`config.mk`:
```
export PLATFORM = sky130hd
export DESIGN_NAME = scan_roi_harness
export DESIGN_NICKNAME = d
export VERILOG_FILES = /design/src/rtl/scan_roi_harness.sv
export SDC_FILE = /design/constraint.sdc
export NUM_CORES = 1
export LEC_CHECK = 0
export CORE_MARGIN = 1.5
export CORE_UTILIZATION = 48
export DETAILED_ROUTE_END_ITERATION = 6
export GPL_ROUTABILITY_DRIVEN = 0
export PLACE_DENSITY = 0.75
export SYNTH_ARGS = -nofsm -noshare
export SYNTH_HDL_FRONTEND = slang
export SYNTH_SLANG_ARGS = --single-unit
```
`constraint.sdc`:
```
create_clock -name clk -period 1.35 [get_ports clk]
set_input_delay 0.2025 -clock clk [delete_from_list [all_inputs] [get_ports clk]]
set_output_delay 0.2025 -clock clk [all_outputs]
set_load 0.02 [all_outputs]
```
`src/rtl/scan_roi_harness.sv`:
```
// scan_roi_harness: serial scan harness around a fuzzer ROI.
// Stimulus is shifted into din_shr and transferred to din on a strobe. After
// SETTLE_CYC idle cycles the ROI response is captured into dout_shr and
// shifted back out on sdo.
// The serial output is called sdo because "do" is a reserved word in
// SystemVerilog.
// Optional feature: define SCAN_ROI_HARNESS_SIG_EN to build a CRC-16-CCITT
// signature over the serial output stream; otherwise sig is tied to zero.
//
// state   | meaning
// IDLE    | shifting allowed, waiting for a strobe
// SETTLE  | din updated, counting down settle_cnt
// CAPTURE | sampling dout into dout_shr this cycle
module scan_roi_harness #(
   parameter int DIN_N      = 256,
   parameter int DOUT_N     = 256,
   parameter int SETTLE_CYC = 0,
   parameter int AUTO_STB   = 0
) (
   input  logic              clk,
   input  logic              rst_n,
   input  logic              en,
   input  logic              di,
   input  logic              stb,
   output logic              sdo,
   output logic [DIN_N-1:0]  din,
   input  logic [DOUT_N-1:0] dout,
   output logic              busy,
   output logic              cap_done,
   output logic [15:0]       sig
);

   localparam int CNT_W = $clog2(DIN_N + 1);
   localparam logic [CNT_W-1:0] CNT_LAST    = CNT_W'(DIN_N - 1);
   localparam logic [7:0]       SETTLE_INIT = 8'(SETTLE_CYC);

   typedef enum logic [1:0] {
      IDLE    = 2'd0,
      SETTLE  = 2'd1,
      CAPTURE = 2'd2
   } state_t;

   state_t            state;
   logic [DIN_N-1:0]  din_shr;
   logic [DOUT_N-1:0] dout_shr;
   logic [CNT_W-1:0]  bit_cnt;
   logic [7:0]        settle_cnt;

   logic              shift_en;
   logic              strobe;
   logic [DIN_N-1:0]  din_shr_nxt;

   // din takes the shadow register including a bit shifted in on the strobe cycle
   assign shift_en    = (state == IDLE) & en;
   assign din_shr_nxt = shift_en ? {din_shr[DIN_N-2:0], di} : din_shr;
   assign strobe      = (state == IDLE) &
                        (stb | ((AUTO_STB != 0) & en & (bit_cnt == CNT_LAST)));

   assign sdo  = dout_shr[DOUT_N-1];
   assign busy = (state != IDLE);

   // Shift path, strobe transfer and settle/capture sequencing
   always_ff @(posedge clk) begin
      if (!rst_n) begin
         state      <= IDLE;
         din_shr    <= '0;
         dout_shr   <= '0;
         din        <= '0;
         bit_cnt    <= '0;
         settle_cnt <= '0;
         cap_done   <= 1'b0;
      end else begin
         cap_done <= 1'b0;
         case (state)
            IDLE: begin
               if (en) begin
                  din_shr  <= din_shr_nxt;
                  dout_shr <= {dout_shr[DOUT_N-2:0], din_shr[DIN_N-1]};
                  bit_cnt  <= (bit_cnt == CNT_LAST) ? '0 : bit_cnt + CNT_W'(1);
               end
               if (strobe) begin
                  din        <= din_shr_nxt;
                  bit_cnt    <= '0;
                  settle_cnt <= SETTLE_INIT;
                  state      <= (SETTLE_CYC > 0) ? SETTLE : CAPTURE;
               end
            end
            SETTLE: begin
               settle_cnt <= settle_cnt - 8'd1;
               if (settle_cnt == 8'd1)
                  state <= CAPTURE;
            end
            CAPTURE: begin
               dout_shr <= dout;
               cap_done <= 1'b1;
               state    <= IDLE;
            end
            default: state <= IDLE;
         endcase
      end
   end

`ifdef SCAN_ROI_HARNESS_SIG_EN
   // CRC-16-CCITT over each bit presented on sdo during an enabled shift
   always_ff @(posedge clk) begin
      if (!rst_n)
         sig <= 16'hFFFF;
      else if (state == CAPTURE)
         sig <= 16'hFFFF;
      else if (shift_en)
         sig <= {sig[14:0], 1'b0} ^ ((sig[15] ^ sdo) ? 16'h1021 : 16'h0000);
   end
`else
   assign sig = 16'h0000;
`endif

endmodule

```
### Word-level counts from Yosys, hierarchy flattened

Index checks and enable logic that the tools add are counted.

| word-level totals | value |
|---|---|
| bits in registers | 779 |
| bits in latches | 0 |
| RAM bits | 0 |
| memory bits (read-only) | 0 |
| output and inout bits | 275 |
| memories | 0 |

| cells by class | value |
|---|---|
| add/subtract/negate cells | 1 |
| $mul | 0 |
| divide/modulo/power cells | 0 |
| order comparisons | 0 |
| eq/ne operators | 6 |
| shift operators | 0 |
| multiplexer cells | 9 |
| bitwise gates (word level) | 2 |
| reductions and logical operators | 9 |

Operators with widths:

| operator | number |
|---|---|
| 256-bit two-way mux | 2 |
| 256-bit one-hot mux with 2 select lines | 1 |
| 8-bit one-hot mux with 2 select lines | 1 |
| 2-bit AND reduction | 5 |
| 8-bit by 1-bit == test with 1-bit output, second input constant | 1 |
| 8-bit two-way mux | 1 |
| 8-bit by 1-bit subtractor with 8-bit output, second input constant | 1 |
| 2-bit inequality test, second input constant | 3 |
| 2-bit nonzero test | 3 |
| 2-bit two-way mux | 2 |
| 2-bit one-hot mux with 2 select lines | 1 |
| 1-bit AND | 2 |
| 2-bit by 1-bit == test with 1-bit output, second input constant | 1 |
| 2-bit == test, second input constant | 1 |
| 2-bit logical NOT | 1 |
| 1-bit two-way mux | 1 |

### Longest topological paths before layout

| logic depth | value |
|---|---|
| word-level depth | 4 |
| depth in mapped cells | 7 |
| depth with buffers taken out | 3 |

### Worst setup path before layout

Ideal clock, no wire load.

| path | value |
|---|---|
| path kind | register -> register |
| start point | register state[1] |
| end point | register dout_shr[201] |
| setup time | 0.070 ns |
| arrival time | 1.332 ns |
| data required time | 1.280 ns |
| path slack | -0.052 ns |
| cell stages (with the launch flop) | 7 |
| buffers on the path | 4 |
| period minus slack after synthesis | 1.402 ns |
| path through | dfxtp_1 > inv_2 > buf_4 > buf_2 > buf_2 > buf_2 > a21oi_1 |

| on the way | value |
|---|---|
| cells in the longest elaborated chain, start to end | 3 |
| elaborated cells on any way between the ends | 6 |

Ends and longest elaborated chain:

| what | RTL line | source |
|---|---|---|
| from (decl) | 43 | `state_t state;` |
| from (signal assigned) | 85 | `state <= (SETTLE_CYC > 0) ? SETTLE : CAPTURE;` |
| 2-bit == test / 2-bit logical NOT (equally long branches) | 74 | `case (state)` |
| 2-bit nonzero test (no line) / 2-bit inequality test (equally long branches) | n/a |  |
| 2-bit AND reduction (no line) | n/a |  |
| to (signal assigned) | 78 | `dout_shr <= {dout_shr[DOUT_N-2:0], din_shr[DIN_N-1]};` |
| to (signal assigned) | 94 | `dout_shr <= dout;` |
| to (decl) | 45 | `logic [DOUT_N-1:0] dout_shr;` |

Several ways; a longest one is shown, not always the timed one.
A chain may end at the register's enable or synchronous reset.

### Worst setup path in the final report

| path | value |
|---|---|
| start point | register state[1] |
| end point | register din[205] |

| on the way | value |
|---|---|
| cells in the longest elaborated chain, start to end | 3 |
| elaborated cells on any way between the ends | 5 |

Ends and longest elaborated chain:

| what | RTL line | source |
|---|---|---|
| 2-bit logical NOT (*) | 54, 56, 74 |  |
| 1-bit AND, on equally long branches | 54, 56 |  |
| 256-bit two-way mux / 2-bit AND reduction (equally long branches) | n/a |  |
| to (signal assigned) | 82 | `din <= din_shr_nxt;` |
| to (decl) | 26 | `output logic [DIN_N-1:0] din,` |

Every way passes the cells marked *; elsewhere a longest branch is shown, timed or not.

==> reports/results.tsv <==
stage	metric	value	unit
run_status	outcome	complete, but fails checks	
run_status	violations	setup timing	
synth	yosysTopAreaCell	dfxtp_1	
drt	via_per_inst	5.45	
setup_path	critPathSlowestCell	dfxtp_4	
setup_path	worstPathRequired	1890	ps
clocking	numCtsBuffers	80	
clocking	cts_sinks	770	
sta	fin_crit	1490	ps
clocking	cts_tree	built	
hold_path	hold_path.class	input port to register	
clocking	clk_latency	630	ps
setup_path	cp-end-kind	register	
synth	syn_area	31100	sq um
setup_path	critPathMaxStageDelay	350	ps
clocking	clkTransAtPathRegs	60	ps
drt	drtIter0Drc	2039	
drt	routedWlPerCell	18.1	um
synth	ys_ff_latch	770	
sta	maxSlewViolCount	0	
cells_and_area	drive_gt1_share	20.3	%
drt	drc	0	
floorplan	num_rows	93	
place	dpl_worst_slack	-333	ps
floorplan	fp.dieH	257	um
place	io_buffer_count	519	
drt	via_count	26400	
synth	synthCells	3410	
sta	post-route-period-util	110	%
grt	antenna_found_initial	2	
synth	avgSynthCellArea	9.11	sq um
drt	postRouteAntennaNets	0	
floorplan	core_region_area	64200	sq um
synth	ys_warn_count	0	
sta	grt_setup_unrepaired	yes	
synth	synth_cell_types	17	
grt	grt.total_usage	24.1	%
cells_and_area	nets	4184	
sta	setup_ws	-141	ps
setup_path	critical_path.top_delay_family	buffers and inverters	
setup_path	path_class	register to register	
floorplan	start_util	48.4	%
clocking	cts.path.max_buffers	3	
setup_path	worst-path-buf-inv	5	
cells_and_area	stdcell_count	4842	
drt	drt-pass1-iter-count	5	
clocking	htreeDepth	3	
sta	fin_setup_tns	-15760	ps
setup_path	cp.arrival	2030	ps
floorplan	dieArea	66300	sq um
cells_and_area	synthToLayoutAreaGrowth	36.2	%
setup_path	path_cells	buf_6, nor2b_4, buf_12, buf_8, clkbuf_16, buf_6, o21ai_0, a21oi_1	
synth	synth.area.top_cells	dfxtp_1 50%, mux2i_1 16%, a21oi_1 8.2%, o21ai_0 8.2%, nand2_1 6.2%	
synth	yosysSeqAreaShare	49.6	%
sta	finalSetupViolations	343	
grt	grt.overflow.total	0	
cells_and_area	final_util	65.9	%
power_and_ir_drop	p_total	55.2	mW
synth	synth_top_cell_area_share	49.6	%
grt	grt_max_degree	108	
floorplan	io_pins	536	
power_and_ir_drop	peakVddDrop	0.000836	V
grt	grt_pass1_vias	24500	
sta	fmax	0.671	GHz
place	hpwl	55.4	mm
sta	clock_skew	30.5	ps
run	cap_violations	0	
place	dpl.cell_count	4648	
power_and_ir_drop	powerDensity	1300	nW/um^2
setup_path	worstSetupStartpointType	register	
grt	grt_pass1_wl	131	mm
clocking	root_buffer	clkbuf_16	
power_and_ir_drop	p_leak	16.8	nW
setup_path	path_max_fanout	6	
floorplan	dieWidth	257	um
cells_and_area	fillers	4994	
setup_path	critical_path.most_common_cell	buf_6	
drt	drt-total-wl	87.5	mm
sta	timing_hold_violations_final	0	
placed cells by master, fill, tap and decap left out, types with 4 or more instances in the layout:
master	count
conb_1	16
buf_2	4
bufinv_16	12
dfxtp_1	618
buf_16	14
nand2_1	512
a21oi_2	14
a21boi_1	244
clkbuf_1	10
clkbuf_8	11
o21ai_4	6
clkinv_4	4
buf_8	7
o21ai_0	464
buf_12	76
clkdlybuf4s50_1	258
buf_4	218
a21oi_1	498
dfxtp_4	5
a21boi_0	12
o21ai_2	13
clkinv_2	19
dfxtp_2	147
o21ai_1	29
clkbuf_16	101
buf_6	146
inv_16	4
mux2i_1	512
cell families (layout without fill, tap and decap cells):
group                  count (synthesis)  in the layout  synth area share (%)
AO/OA/AOI/OAI                       1280           1280                  22.7
buffers and inverters                330            891                  4.93
flip-flops                           770            770                  49.6
multiplexers                         512            512                  16.5
other                                  1             17                0.0121
AND/OR/NAND/NOR                      517            517                  6.29
registers in the layout, summed over array words and instances (netlist names):
register  count
din         256
din_shr     256
cap_done      1
dout_shr    256
state         1
worst register-to-register path, stage by stage (launching register included):
cell       delay (ps)
dfxtp_4           350
buf_6             120
nor2b_4           120
buf_12            140
buf_8             120
clkbuf_16         150
buf_6             120
o21ai_0           100
a21oi_1           190
routing by layer:
layer / wire length (um) / global-route usage, % / vias up
met5: 17 / 0 / -
met4: 2000 / 7.59 / 2
met3: 5340 / 4.48 / 128
met2: 42200 / 39.6 / 739
met1: 38000 / 31.9 / 12600
li1: - / - / 12900
Yosys cell counts:
cell type / count
clkbuf_2: 7
inv_2: 1
a21oi_1: 512
clkbuf_1: 146
mux2i_1: 512
nand2b_1: 1
a21boi_0: 16
buf_2: 146
and2_1: 2
nand2_1: 512
o21ai_0: 512
nor2b_1: 2
buf_1: 3
buf_4: 27
dfxtp_1: 770
a21boi_1: 240
conb_1: 1
layout make-up:
class,count,area [sq um],area share (%)
Timing Repair Buffer,745,8430,19.9
Clock buffer,101,2190,5.17
Tap cell,855,1070,2.53
Multi-Input combinational cell,2325,14400,34.0
Sequential cell,770,15600,36.9
Inverter,1,20.0,0.0473
Antenna cell,1,2.50,0.00591
Clock inverter,44,629,1.49
final timing paths:
kind	startpoint	to	slack (ps)	cells after the start
worst min register to register	din_shr[29]	din_shr[30]	480	2
worst min-delay path	dout[66]	dout_shr[66]	180	3
worst max register to register	state[1]	din[205]	-140	8
worst max-delay path	state[1]	din[205]	-140	8
through the flow:
stage | hold slack [ps] | area [sq um]
floorplan | 347 | 31100
global placement | 466 | 38200
detailed placement | 472 | 38200
CTS | 147 | 41300
global route | 175 | 42300
finish | 184 | 42300
what timing repair did:
action	in CTS	in global routing
gates cloned	5	24
hold buffers	1	0
setup buffers	6	12
gates resized for setup	1617	127
hold endpoints to repair	8	0
endpoints found under the setup margin	657	692
power by group:
group	leakage [nW]	total [mW]	switching, mW	internal [mW]
registers	6.35	24.5	0.694	23.9
clock network	1.39	23.4	9.49	14.0
logic	9.10	7.21	3.58	3.63
No activity file was read; power rests on OpenSTA's default activity.
